**config.mk**
```make
export PLATFORM = sky130hd
export DESIGN_NAME = iter_comp_flat
export DESIGN_NICKNAME = d
export VERILOG_FILES = /design/src/rtl/iter_comp_if.sv /design/src/rtl/iter_comp.sv /design/src/flat_wrapper.sv
export SDC_FILE = /design/constraint.sdc
export NUM_CORES = 1
export LEC_CHECK = 0
export BUFFER_PORTS_ARGS = -buffer_cell sky130_fd_sc_hd__buf_2
export CAP_MARGIN = 20
export CORE_MARGIN = 4
export CORE_UTILIZATION = 50
export DETAILED_ROUTE_END_ITERATION = 10
export GPL_ROUTABILITY_DRIVEN = 1
export PLACE_DENSITY = 0.72
export SLEW_MARGIN = 20
export SYNTH_ARGS = -nofsm -noshare
export SYNTH_HDL_FRONTEND = slang
export SYNTH_SLANG_ARGS = --single-unit
```
**constraint.sdc**
```tcl
create_clock -name clk -period 1.9 [get_ports clk]
set_input_delay 0.38 -clock clk [delete_from_list [all_inputs] [get_ports clk]]
set_output_delay 0.38 -clock clk [all_outputs]
set_load 0.05 [all_outputs]
```
**src/rtl/iter_comp_if.sv**
```systemverilog
// Compare-request/result bundle for iter_comp: operands and mode in, status and result out.
// Ports: start, signed_mode, a, b (requester to comparator); busy, done, eq, lt, gt (comparator to requester).
// master = requester side, slave = comparator side.
interface iter_comp_if #(
  parameter int WIDTH = 16
) ();
  logic             start;
  logic             signed_mode;
  logic [WIDTH-1:0] a;
  logic [WIDTH-1:0] b;
  logic             busy;
  logic             done;
  logic             eq;
  logic             lt;
  logic             gt;

  modport master (
    output start, signed_mode, a, b,
    input  busy, done, eq, lt, gt
  );

  modport slave (
    input  start, signed_mode, a, b,
    output busy, done, eq, lt, gt
  );
endinterface

```
**src/rtl/iter_comp.sv**
```systemverilog
// Purpose: multi-cycle magnitude compare of two WIDTH-bit operands, CHUNK bits per cycle MSB-first, early exit.
// Latency: start accepted at edge T; done pulses after edge T+m, m = chunks examined (1..WIDTH/CHUNK).
// Backpressure: none; start is only sampled while idle (busy=0) and ignored otherwise.
// Ports: clk, rst_n (synchronous, active-low); cif.slave carries start/signed_mode/a/b in and
//        busy/done/eq/lt/gt out. All outputs are registered. WIDTH must be a multiple of CHUNK.
module iter_comp #(
  parameter int WIDTH = 16,
  parameter int CHUNK = 4
) (
  input  logic        clk,
  input  logic        rst_n,
  iter_comp_if.slave  cif
);

  localparam int NCH  = WIDTH / CHUNK;
  localparam int IDXW = (NCH > 1) ? $clog2(NCH) : 1;
  localparam logic [IDXW-1:0]  IDX_TOP  = IDXW'(NCH - 1);
  // Only bit WIDTH-1 set; written without a zero-width replication so WIDTH=1 still elaborates.
  localparam logic [WIDTH-1:0] MSB_MASK = {WIDTH{1'b1}} ^ ({WIDTH{1'b1}} >> 1);

  typedef enum logic {
    IDLE,
    RUN
  } state_t;

  state_t           state_q, state_d;
  logic [WIDTH-1:0] a_q, a_d;
  logic [WIDTH-1:0] b_q, b_d;
  logic [IDXW-1:0]  idx_q, idx_d;
  logic             done_q, done_d;
  logic             eq_q, eq_d;
  logic             lt_q, lt_d;
  logic             gt_q, gt_d;

  // The chunk under test always sits at the top of the operand registers: each equal
  // chunk shifts both operands left, so no variable part-select is needed.
  logic [CHUNK-1:0] chunk_a;
  logic [CHUNK-1:0] chunk_b;
  assign chunk_a = a_q[WIDTH-1 -: CHUNK];
  assign chunk_b = b_q[WIDTH-1 -: CHUNK];

  always_comb begin
    state_d = state_q;
    a_d     = a_q;
    b_d     = b_q;
    idx_d   = idx_q;
    done_d  = 1'b0;
    eq_d    = eq_q;
    lt_d    = lt_q;
    gt_d    = gt_q;

    case (state_q)
      IDLE: begin
        if (cif.start) begin
          state_d = RUN;
          // Signed mode is folded in at capture: flipping both sign bits turns the
          // two's-complement order into the unsigned order, so no mode flop is kept.
          a_d     = cif.a ^ (cif.signed_mode ? MSB_MASK : '0);
          b_d     = cif.b ^ (cif.signed_mode ? MSB_MASK : '0);
          idx_d   = IDX_TOP;
          eq_d    = 1'b0;
          lt_d    = 1'b0;
          gt_d    = 1'b0;
        end
      end
      RUN: begin
        if (chunk_a > chunk_b) begin
          gt_d    = 1'b1;
          done_d  = 1'b1;
          state_d = IDLE;
        end else if (chunk_a < chunk_b) begin
          lt_d    = 1'b1;
          done_d  = 1'b1;
          state_d = IDLE;
        end else if (idx_q == '0) begin
          eq_d    = 1'b1;
          done_d  = 1'b1;
          state_d = IDLE;
        end else begin
          idx_d = idx_q - IDXW'(1);
          a_d   = a_q << CHUNK;
          b_d   = b_q << CHUNK;
        end
      end
      default: state_d = IDLE;
    endcase
  end

  always_ff @(posedge clk) begin
    if (!rst_n) begin
      state_q <= IDLE;
      a_q     <= '0;
      b_q     <= '0;
      idx_q   <= IDX_TOP;
      done_q  <= 1'b0;
      eq_q    <= 1'b0;
      lt_q    <= 1'b0;
      gt_q    <= 1'b0;
    end else begin
      state_q <= state_d;
      a_q     <= a_d;
      b_q     <= b_d;
      idx_q   <= idx_d;
      done_q  <= done_d;
      eq_q    <= eq_d;
      lt_q    <= lt_d;
      gt_q    <= gt_d;
    end
  end

  // busy is the state flop itself, so it drops on the same edge that raises done.
  assign cif.busy = (state_q == RUN);
  assign cif.done = done_q;
  assign cif.eq   = eq_q;
  assign cif.lt   = lt_q;
  assign cif.gt   = gt_q;

endmodule

```
**src/flat_wrapper.sv**
```systemverilog
// flat-port wrapper written by rule: the top's interface ports become plain ports
module iter_comp_flat 
#(
  parameter int WIDTH = 16,
  parameter int CHUNK = 4
)
  (clk, rst_n, cif_start, cif_signed_mode, cif_a, cif_b, cif_busy, cif_done, cif_eq, cif_lt, cif_gt);
  iter_comp_if #(.WIDTH(WIDTH)) cif_i ();
  input  logic clk;
  input  logic rst_n;
  input wire logic [$bits(cif_i.start)-1:0] cif_start;
  input wire logic [$bits(cif_i.signed_mode)-1:0] cif_signed_mode;
  input wire logic [$bits(cif_i.a)-1:0] cif_a;
  input wire logic [$bits(cif_i.b)-1:0] cif_b;
  output wire logic [$bits(cif_i.busy)-1:0] cif_busy;
  output wire logic [$bits(cif_i.done)-1:0] cif_done;
  output wire logic [$bits(cif_i.eq)-1:0] cif_eq;
  output wire logic [$bits(cif_i.lt)-1:0] cif_lt;
  output wire logic [$bits(cif_i.gt)-1:0] cif_gt;
  assign cif_i.start = cif_start;
  assign cif_i.signed_mode = cif_signed_mode;
  assign cif_i.a = cif_a;
  assign cif_i.b = cif_b;
  assign cif_busy = cif_i.busy;
  assign cif_done = cif_i.done;
  assign cif_eq = cif_i.eq;
  assign cif_lt = cif_i.lt;
  assign cif_gt = cif_i.gt;
  iter_comp #(.WIDTH(WIDTH), .CHUNK(CHUNK)) u_core (.clk(clk), .rst_n(rst_n), .cif(cif_i));
endmodule
```
==> flow_summary.json, run 1 <==
{
  "status": "finished clean",
  "syn_inst": 198,
  "fin_util_pct": 67.9,
  "leakage_nw": 1.15,
  "sw_frac_of_total_pct": 29.8,
  "finClkSkew_ns": 0.00292,
  "cp.arrival_ns": 2.09,
  "vdd_drop_max_v": 0.000576,
  "p_int_mw": 1.40,
  "switchingPower_mw": 0.595,
  "critPathKind": "reg -> reg",
  "overflow": 0,
  "insertion_delay_ns": 0.29,
  "cp_slowest_stage_delay_ns": 0.45,
  "final_layout_size_suffix_gt1_share_pct": 28.0,
  "power_per_cell_area_mw_per_mm2": 847,
  "endpoint_kind": "register",
  "max_clock_freq_mhz": 538,
  "dp.final_hpwl_um": 3130,
  "syn_to_final_growth_pct": 25.6,
  "die_x_um": 69.2,
  "crit_path_top_delay_cell": "a311o_1",
  "fin_area_mm2": 0.00236,
  "finalSetupViolations": 0,
  "grt_pass1_vias": 1586,
  "post_drt_wl_per_cell_um": 16.4,
  "worst_pin_slew_ns": 0.315,
  "dieArea_mm2": 0.00479,
  "p_comb_share_pct": 26.9,
  "postRouteAntennaNets": 0,
  "clk_pin_slew_ns": 0.07,
  "grt_pass1_wl_um": 7340,
  "setup_ws_ns": 0.0415,
  "instances_no_fill": 285,
  "fin_nets": 281,
  "hold_depth": 3,
  "drt_iter0_drc": 123,
  "min_period_ns": 1.86,
  "io_buffers": 40,
  "cts_buffer_depth": 2,
  "power_frac_clock_pct": 25.6,
  "synth_ff_type": "dfxtp_1",
  "start_util_pct": 54.1,
  "rows": 21,
  "yosysUniqueCellTypes": 29,
  "path_depth": 7,
  "grt_usage_pct": 18.7,
  "num_antenna_cells": 0,
  "ios": 41,
  "avgViaCountPerCell": 5.76,
  "async_flop_share_pct": 0,
  "hold_viol": 0,
  "worstPathRequired_ns": 2.14,
  "synth_area_mm2": 0.00188,
  "p_total_mw": 2.00,
  "hold_class": "in -> reg",
  "antenna_found_initial": 0,
  "cap_violations": 0,
  "pre_cts_ws_ns": 0.0532,
  "critical_path.startpoint_type": "register",
  "die_h_um": 69.2,
  "numCtsBuffers": 5,
  "synth-edff-count": 0,
  "cts_sinks": 39,
  "crit_chain": "inv_1, ha_4, nand4_1, a311o_1, nand2_4, clkbuf_16, o211a_1",
  "syn_area_per_cell_um2": 9.47,
  "cp_num_buf_inv": 2,
  "drc": 0,
  "htree_levels": 2,
  "crit_family": "compound AO/OA/AOI/OAI gates",
  "cts_tree": "yes",
  "routed_wl_um": 4690,
  "reg2regPathDepth": 7,
  "vias": 1642,
  "path_max_fanout": 6,
  "period_share_pct": 97.8,
  "grt_max_degree": 33,
  "yosysWarnings": 0,
  "nFillCells": 293,
  "p_seq_share_pct": 47.5,
  "dp.cells": 275,
  "core_mm2": 0.00347,
  "slew_headroom_pct": 79.1,
  "root_buffer": "clkbuf_8",
  "place.gp.congestion": 0.804,
  "synth-seq-cells": 39,
  "place_area_mm2": 0.00215,
  "syn_nets": 239,
  "drv_slew": 0,
  "ys_seq_area_share_pct": 41.6,
  "dr.pass1.iters": 4
}
## worst paths after layout
| path | startpoint | end | slack [ns] |
|---|---|---|---|
| setup / recovery | u_core.a_q[12] | u_core.b_q[11] | 0.04 |
| hold reg to reg | u_core.b_q[15] | u_core.b_q[15] | 0.46 |
| hold / removal | cif_a[3] | u_core.a_q[3] | 0.33 |
| setup reg to reg | u_core.a_q[12] | u_core.b_q[11] | 0.04 |
## worst min-delay path: stages
cell and delay [ns]:
buf_2 0.09, nand2_1 0.05, a21boi_1 0.06
## per-layer routing
metal  GRT usage, %  share of wire, %  vias up  wire, um
met5              0                 0        -         0
met4           4.34              0.60        0        28
met3           6.96               6.4        4       299
met2           30.0                50       56      2330
met1           23.9                43      783      2030
li1               -                 -      799         -
## power groups by stage
| stage | registers [mW] | logic [mW] | clock network, mW |
|---|---|---|---|
| after floorplan | 0.968 | 0.300 | 0 |
| after global placement | 0.955 | 0.433 | 0 |
| after detailed placement | 0.959 | 0.450 | 0 |
| after CTS | 0.940 | 0.452 | 0.515 |
| after global routing | 0.955 | 0.591 | 0.562 |
| final | 0.948 | 0.537 | 0.511 |
## what timing repair did
item | CTS | global route
hold buffers | 0 | 0
setup buffers | 0 | 1
gates resized for setup | 0 | 10
endpoints found under the setup margin | 0 | 33
## registers in the layout, indices dropped and copies added (netlist names)
register and flops:
u_core.b_q 16, u_core.cif.lt 1, u_core.cif.busy 1, u_core.cif.eq 1, u_core.a_q 16, u_core.cif.gt 1, u_core.cif.done 1, u_core.idx_q 2
## cell usage after synthesis, types with 3 or more instances
| cell | n | area, um^2 |
|---|---|---|
| o211a_1 | 22 | 220 |
| nor2_1 | 3 | 11.3 |
| inv_1 | 7 | 26.3 |
| o21ai_0 | 18 | 90.1 |
| dfxtp_1 | 39 | 781 |
| nand3_1 | 11 | 55.1 |
| nand2b_1 | 3 | 18.8 |
| mux2i_1 | 22 | 220 |
| buf_2 | 6 | 30.0 |
| ha_1 | 5 | 62.6 |
| xnor2_1 | 3 | 26.3 |
| o21ai_1 | 9 | 45.0 |
| a21boi_0 | 8 | 60.1 |
| clkbuf_1 | 10 | 37.5 |
| nand2_1 | 15 | 56.3 |
## logic make-up after synthesis
kind of cell	synth area share, %
xor gates and xnor gates	1.40
muxes	11.7
and+or+nand+nor	9.21
adders and majority gates	3.34
DFF	41.6
buffers and inverters	5.40
AOI/OAI and AO/OA	27.3
## through the flow
stage,TNS [ns],hold WS [ns]
floorplan,0,0.428
global placement,0,0.446
detailed placement,0,0.449
CTS,0,0.335
global route,-0.0442,0.341
finish,0,0.335
## cell usage in the layout, fill, tap and decap left out, drive strengths merged, types with 2 or more instances in the layout
| cell type | instances |
|---|---|
| and2 | 2 |
| a21boi | 8 |
| mux2i | 22 |
| buf | 50 |
| a31oi | 2 |
| o211ai | 2 |
| nand2b | 3 |
| nor2 | 3 |
| nand3 | 11 |
| nand2 | 16 |
| a311oi | 2 |
| inv | 7 |
| dfxtp | 39 |
| o211a | 22 |
| o21ai | 27 |
| ha | 5 |
| clkbuf | 8 |
| xnor2 | 3 |
## area by class of cell
class | count | area (um^2) | share of cell area (%)
inverter | 7 | 26.3 | 1.12
sequential | 39 | 783 | 33.2
tap | 46 | 57.6 | 2.44
clock buffer | 6 | 72.6 | 3.08
multi-input combinational | 135 | 1060 | 44.9
timing repair buffer | 52 | 358 | 15.2
Power figures use the tool's default switching activity.
==> run 2: changes to the inputs <==
--- a/config.mk
+++ b/config.mk
@@ -11,7 +11,8 @@
 export CORE_UTILIZATION = 50
 export DETAILED_ROUTE_END_ITERATION = 10
 export GPL_ROUTABILITY_DRIVEN = 1
-export PLACE_DENSITY = 0.72
+export MAX_ROUTING_LAYER = met4
+export PLACE_DENSITY = 0.84
 export SLEW_MARGIN = 20
 export SYNTH_ARGS = -nofsm -noshare
 export SYNTH_HDL_FRONTEND = slang
==> run 2 against run 1 <==
  * Clock-buffer cell count is the same
  * Routed wire length fell by 5.2%
  * Power is 10% higher
  * Flip-flop and latch count did not move
  * Final cell count up 2.1%
  * Sequential power fell by 0.6%
  * Sequential share of layout area shrank 0.78 points
  * Register-to-register slack better by 0.03 ns
  * Non-clock buffer count up 4
  * Clock power grew 41%
==> flow_summary.json, run 2 (same netlist as run 1, synthesis figures left out) <==
{
  "fin_nets": 285,
  "vias": 1628,
  "hold_viol": 0,
  "drv_slew": 0,
  "instances_no_fill": 291,
  "cp.arrival_ns": 2.07,
  "num_antenna_cells": 0,
  "path_max_fanout": 6,
  "syn_to_final_growth_pct": 28.4,
  "postRouteAntennaNets": 0,
  "antenna_found_initial": 0,
  "vdd_drop_max_v": 0.000541,
  "io_buffers": 40,
  "die_h_um": 69.2,
  "p_comb_share_pct": 24.5,
  "sw_frac_of_total_pct": 28.0,
  "clk_pin_slew_ns": 0.07,
  "htree_levels": 2,
  "cap_violations": 0,
  "nFillCells": 283,
  "cts_tree": "yes",
  "layout_commonest_cell": "buf_2",
  "insertion_delay_ns": 0.30,
  "root_buffer": "clkbuf_8",
  "ctsHoldBuffers": 0,
  "overflow": 0,
  "dp.final_hpwl_um": 2900,
  "final_cell_mix": "buf_2, dfxtp_1, mux2i_1, o211a_1, o21ai_0",
  "min_period_ns": 1.83,
  "finalSetupTns_ns": 0,
  "die_x_um": 69.2,
  "routed_wl_um": 4440,
  "reg_top3": "u_core.a_q x16, u_core.b_q x16, u_core.idx_q x2",
  "place.gp.congestion": 0.848,
  "dp.cells": 279,
  "grt_usage_pct": 18.3,
  "drt_iter0_drc": 111,
  "power_frac_clock_pct": 32.8,
  "fin_area_mm2": 0.00241,
  "post_drt_wl_per_cell_um": 15.3,
  "critical_path.startpoint_type": "register",
  "rows": 21,
  "switchingPower_mw": 0.617,
  "slew_headroom_pct": 74.2,
  "avgViaCountPerCell": 5.59,
  "power_per_cell_area_mw_per_mm2": 915,
  "start_util_pct": 54.1,
  "cts_sinks": 39,
  "core_mm2": 0.00347,
  "worstPathRequired_ns": 2.14,
  "dr.pass1.iters": 4,
  "numCtsBuffers": 5,
  "leakage_nw": 1.19,
  "place_area_mm2": 0.00218,
  "grt_pass1_vias": 1519,
  "drc": 0,
  "p_seq_share_pct": 42.8,
  "max_clock_freq_mhz": 546,
  "status": "finished clean",
  "worst_pin_slew_ns": 0.388,
  "p_int_mw": 1.59,
  "finClkSkew_ns": 0.00291,
  "endpoint_kind": "register",
  "finalSetupViolations": 0,
  "ios": 41,
  "grt_max_degree": 40,
  "period_share_pct": 96.5,
  "grt_pass1_wl_um": 6940,
  "critPathKind": "reg -> reg",
  "hold_class": "in -> reg",
  "final_layout_size_suffix_gt1_share_pct": 29.4,
  "dieArea_mm2": 0.00479,
  "cts_buffer_depth": 2
}
[run 2: path summary, 6_finish.rpt]
kind	start	endpoint	slack (ns)	cells after the start
min reg2reg	u_core.b_q[15]	u_core.b_q[15]	0.46	2
max reg2reg	u_core.b_q[13]	u_core.b_q[14]	0.07	7
max	u_core.b_q[13]	u_core.b_q[14]	0.07	7
min	cif_b[3]	u_core.b_q[3]	0.32	3
[run 2: area by class of cell]
type                       count  area (um^2)  area share (%)
sequential                    39          782            32.5
timing repair buffer          56          384            15.9
tap                           46         57.6            2.39
clock buffer                   6         82.6            3.43
clock inverter                 2         35.0            1.45
multi-input combinational    135         1040            43.2
inverter                       7         26.3            1.09
[run 2: critical path, stage by stage (launching register included)]
cell	delay [ns]
dfxtp_1	0.34
inv_1	0.07
ha_4	0.29
nand4_1	0.17
a311o_1	0.44
nand2_4	0.16
clkbuf_16	0.17
o211a_1	0.13
[run 2: power by group through the flow]
stage	clock, mW	sequential [mW]	combinational [mW]
finish	0.722	0.942	0.540
global route	0.764	0.949	0.594
CTS	0.734	0.938	0.461
detailed placement	0	0.957	0.460
global placement	0	0.953	0.448
floorplan	0	0.968	0.300
[run 2: metrics by stage]
step	hold WS, ns	utilization, %	power [mW]	worst slack [ns]
after detailed placement	0.448	62.7	1.42	0.0437
after floorplan	0.428	-	1.27	0.123
final	0.324	69.4	2.20	0.0669
after global placement	0.441	62.7	1.40	0.0933
after CTS	0.320	66.1	2.13	0.0327
after global routing	0.335	69.4	2.31	-0.0194
[run 2: what timing repair did]
item                                    CTS  global route
resized for setup                         0             7
endpoints found under the setup margin    0            28
setup buffers                             0             1
[run 2: metal layers]
metal	share of wire [%]	wire [um]	track usage (%)	vias to the layer above
met1	45	1990	22.9	764
met4	2.0	87	9.11	0
li1	-	-	-	818
met2	48	2120	27.3	39
met3	5.5	246	4.49	7
met5	0	0	-	-
==> run 3: changes to the inputs <==
--- a/config.mk
+++ b/config.mk
@@ -9,6 +9,7 @@
 export CAP_MARGIN = 20
 export CORE_MARGIN = 4
 export CORE_UTILIZATION = 50
+export CTS_BUF_LIST = sky130_fd_sc_hd__clkbuf_16
 export DETAILED_ROUTE_END_ITERATION = 10
 export GPL_ROUTABILITY_DRIVEN = 1
 export MAX_ROUTING_LAYER = met4
==> run 3 against run 2 <==
  * Cell area fell by 1.7%
  * Critical endpoint is now u_core.a_q[7]
  * Die area did not move
  * Power rose by 6.9%
  * First-iteration DRC count down 7.2%
  * Hold slack better by 0.019 ns
  * Worst setup slack improved by 0.037 ns
  * Critical path depth unchanged
  * Clock skew shrank 0.0012 ns
  * Sequential share of layout area grew 0.51 points
  * Fmax is 2.1% higher
  * Final cell count is 1.0% lower
==> flow_summary.json, run 3 (same netlist as run 1, synthesis figures left out) <==
{
  "status": "finished clean",
  "vias": 1587,
  "rr_endpoint": "u_core.a_q[7]",
  "critPathCapture": "u_core.a_q[7]",
  "post_drt_wl_per_cell_um": 14.5,
  "setup_ws_ns": 0.104,
  "finalSetupTns_ns": 0,
  "numCtsBuffers": 5,
  "antenna_found_initial": 0,
  "postRouteAntennaNets": 0,
  "p_total_mw": 2.35,
  "reg2regPathDepth": 7,
  "vdd_drop_max_v": 0.000558,
  "period_share_pct": 94.5,
  "leakage_nw": 1.18,
  "grt_pass1_wl_um": 7040,
  "grt_max_degree": 40,
  "path_max_fanout": 25,
  "routed_wl_um": 4170,
  "grt_pass1_vias": 1534,
  "endpoint_kind": "register",
  "min_period_ns": 1.80,
  "crit_path_start": "u_core.b_q[14]",
  "crit_path_top_delay_cell": "a311o_1",
  "p_seq_share_pct": 40.0,
  "hold_class": "in -> reg",
  "dieArea_mm2": 0.00479,
  "p_comb_share_pct": 20.4,
  "crit_chain": "inv_1, ha_1, nand4_1, a311o_1, nand2_2, buf_12, o211a_1",
  "final_cell_mix": "buf_2, dfxtp_1, mux2i_1, o211a_1, o21ai_0",
  "p_int_mw": 1.74,
  "critPathKind": "reg -> reg",
  "sw_frac_of_total_pct": 26.3,
  "insertion_delay_ns": 0.28,
  "dr.pass1.iters": 4,
  "start_util_pct": 54.1,
  "avgViaCountPerCell": 5.51,
  "overflow": 0,
  "rsz0062_at_grt": "no",
  "slew_headroom_pct": 76.1,
  "htree_levels": 2,
  "instances_no_fill": 288,
  "reg2reg_slack_ns": 0.10,
  "pre_cts_ws_ns": 0.0437,
  "root_buffer": "clkbuf_16",
  "core_mm2": 0.00347,
  "drc": 0,
  "cts_sinks": 39,
  "cp.arrival_ns": 2.02,
  "worstPathRequired_ns": 2.13,
  "cap_violations": 0,
  "dp.final_hpwl_um": 2900,
  "cp_slowest_stage_delay_ns": 0.42,
  "drt_iter0_drc": 103,
  "num_antenna_cells": 0,
  "grt_usage_pct": 18.5,
  "syn_to_final_growth_pct": 26.2,
  "ctsHoldBuffers": 0,
  "ios": 41,
  "finClkSkew_ns": 0.00167,
  "place.gp.congestion": 0.848,
  "cts_buffer_depth": 2,
  "reg_top3": "u_core.a_q x16, u_core.b_q x16, u_core.idx_q x2",
  "dp.cells": 279,
  "max_clock_freq_mhz": 557,
  "final_layout_size_suffix_gt1_share_pct": 26.9,
  "power_per_cell_area_mw_per_mm2": 995,
  "power_frac_clock_pct": 39.6,
  "layout_commonest_cell": "buf_2",
  "io_buffers": 40,
  "finalSetupViolations": 0,
  "clk_pin_slew_ns": 0.06,
  "hold_viol": 0,
  "r2r-start": "u_core.b_q[14]",
  "rows": 21,
  "switchingPower_mw": 0.619,
  "die_h_um": 69.2,
  "fin_util_pct": 68.3,
  "critical_path.startpoint_type": "register",
  "worst_pin_slew_ns": 0.359,
  "die_x_um": 69.2,
  "hold_depth": 3,
  "fin_nets": 282,
  "cts_tree": "yes",
  "drv_slew": 0
}
run 3: cell count changes in the layout (fill, tap and decap cells not counted), sizes merged:
cell    delta
clkbuf     -3
buf        -1
clkinv     +1
run 3: how the worst min path moves through the flow:
stage	to	slack [ns]	from
after CTS	u_core.b_q[3]	0.34	cif_b[3]
final	u_core.b_q[3]	0.34	cif_b[3]
after global placement	u_core.b_q[15]	0.44	u_core.b_q[15]
after global routing	u_core.b_q[1]	0.36	cif_b[1]
after detailed placement	u_core.b_q[15]	0.45	u_core.b_q[15]
after floorplan	u_core.b_q[15]	0.43	u_core.b_q[15]
run 3: metal layers:
layer | global-route usage, % | share of wire, % | vias to the layer above
met5 | - | 0 | -
li1 | - | - | 807
met1 | 22.7 | 46 | 740
met2 | 28.6 | 47 | 33
met3 | 6.67 | 5.8 | 7
met4 | 5.21 | 1.2 | 0
run 3: critical path: cells and delay by family (launching register included):
| kind | cells | cell delay [ns] |
|---|---|---|
| compound gates | 2 | 0.57 |
| buf+inv | 2 | 0.23 |
| simple gates | 2 | 0.29 |
| flops | 1 | 0.34 |
| fa+ha+maj | 1 | 0.29 |
run 3: through the flow:
stage          hold WS [ns]  instance area (um^2)
4_1_cts               0.341                  2340
5_1_grt               0.358                  2370
2_1_floorplan         0.428                  1880
3_5_place_dp          0.448                  2180
6_report              0.343                  2370
3_3_place_gp          0.441                  2180
run 3: layout make-up:
cell class              instances  area (um^2)
repair buffers                 53          323
multi-input cells             135         1020
fillers                       289         1100
clock buffers                   5          125
clock inverters                 3         38.8
inverters                       7         26.3
flip-flops and latches         39          781
well taps                      46         57.6
run 3: power by group through the flow:
| stage | logic (mW) | clock network (mW) | registers, mW |
|---|---|---|---|
| 5_1_grt | 0.537 | 0.980 | 0.949 |
| 4_1_cts | 0.463 | 0.949 | 0.939 |
| 6_report | 0.481 | 0.932 | 0.941 |
| 3_5_place_dp | 0.460 | 0 | 0.957 |
| 2_1_floorplan | 0.300 | 0 | 0.968 |
| 3_3_place_gp | 0.448 | 0 | 0.953 |
run 3: what timing repair did:
item	CTS	global route
resized for setup	0	2
buffers inserted	0	1
endpoints found under the hold margin	0	0
setup endpoints to repair	0	28
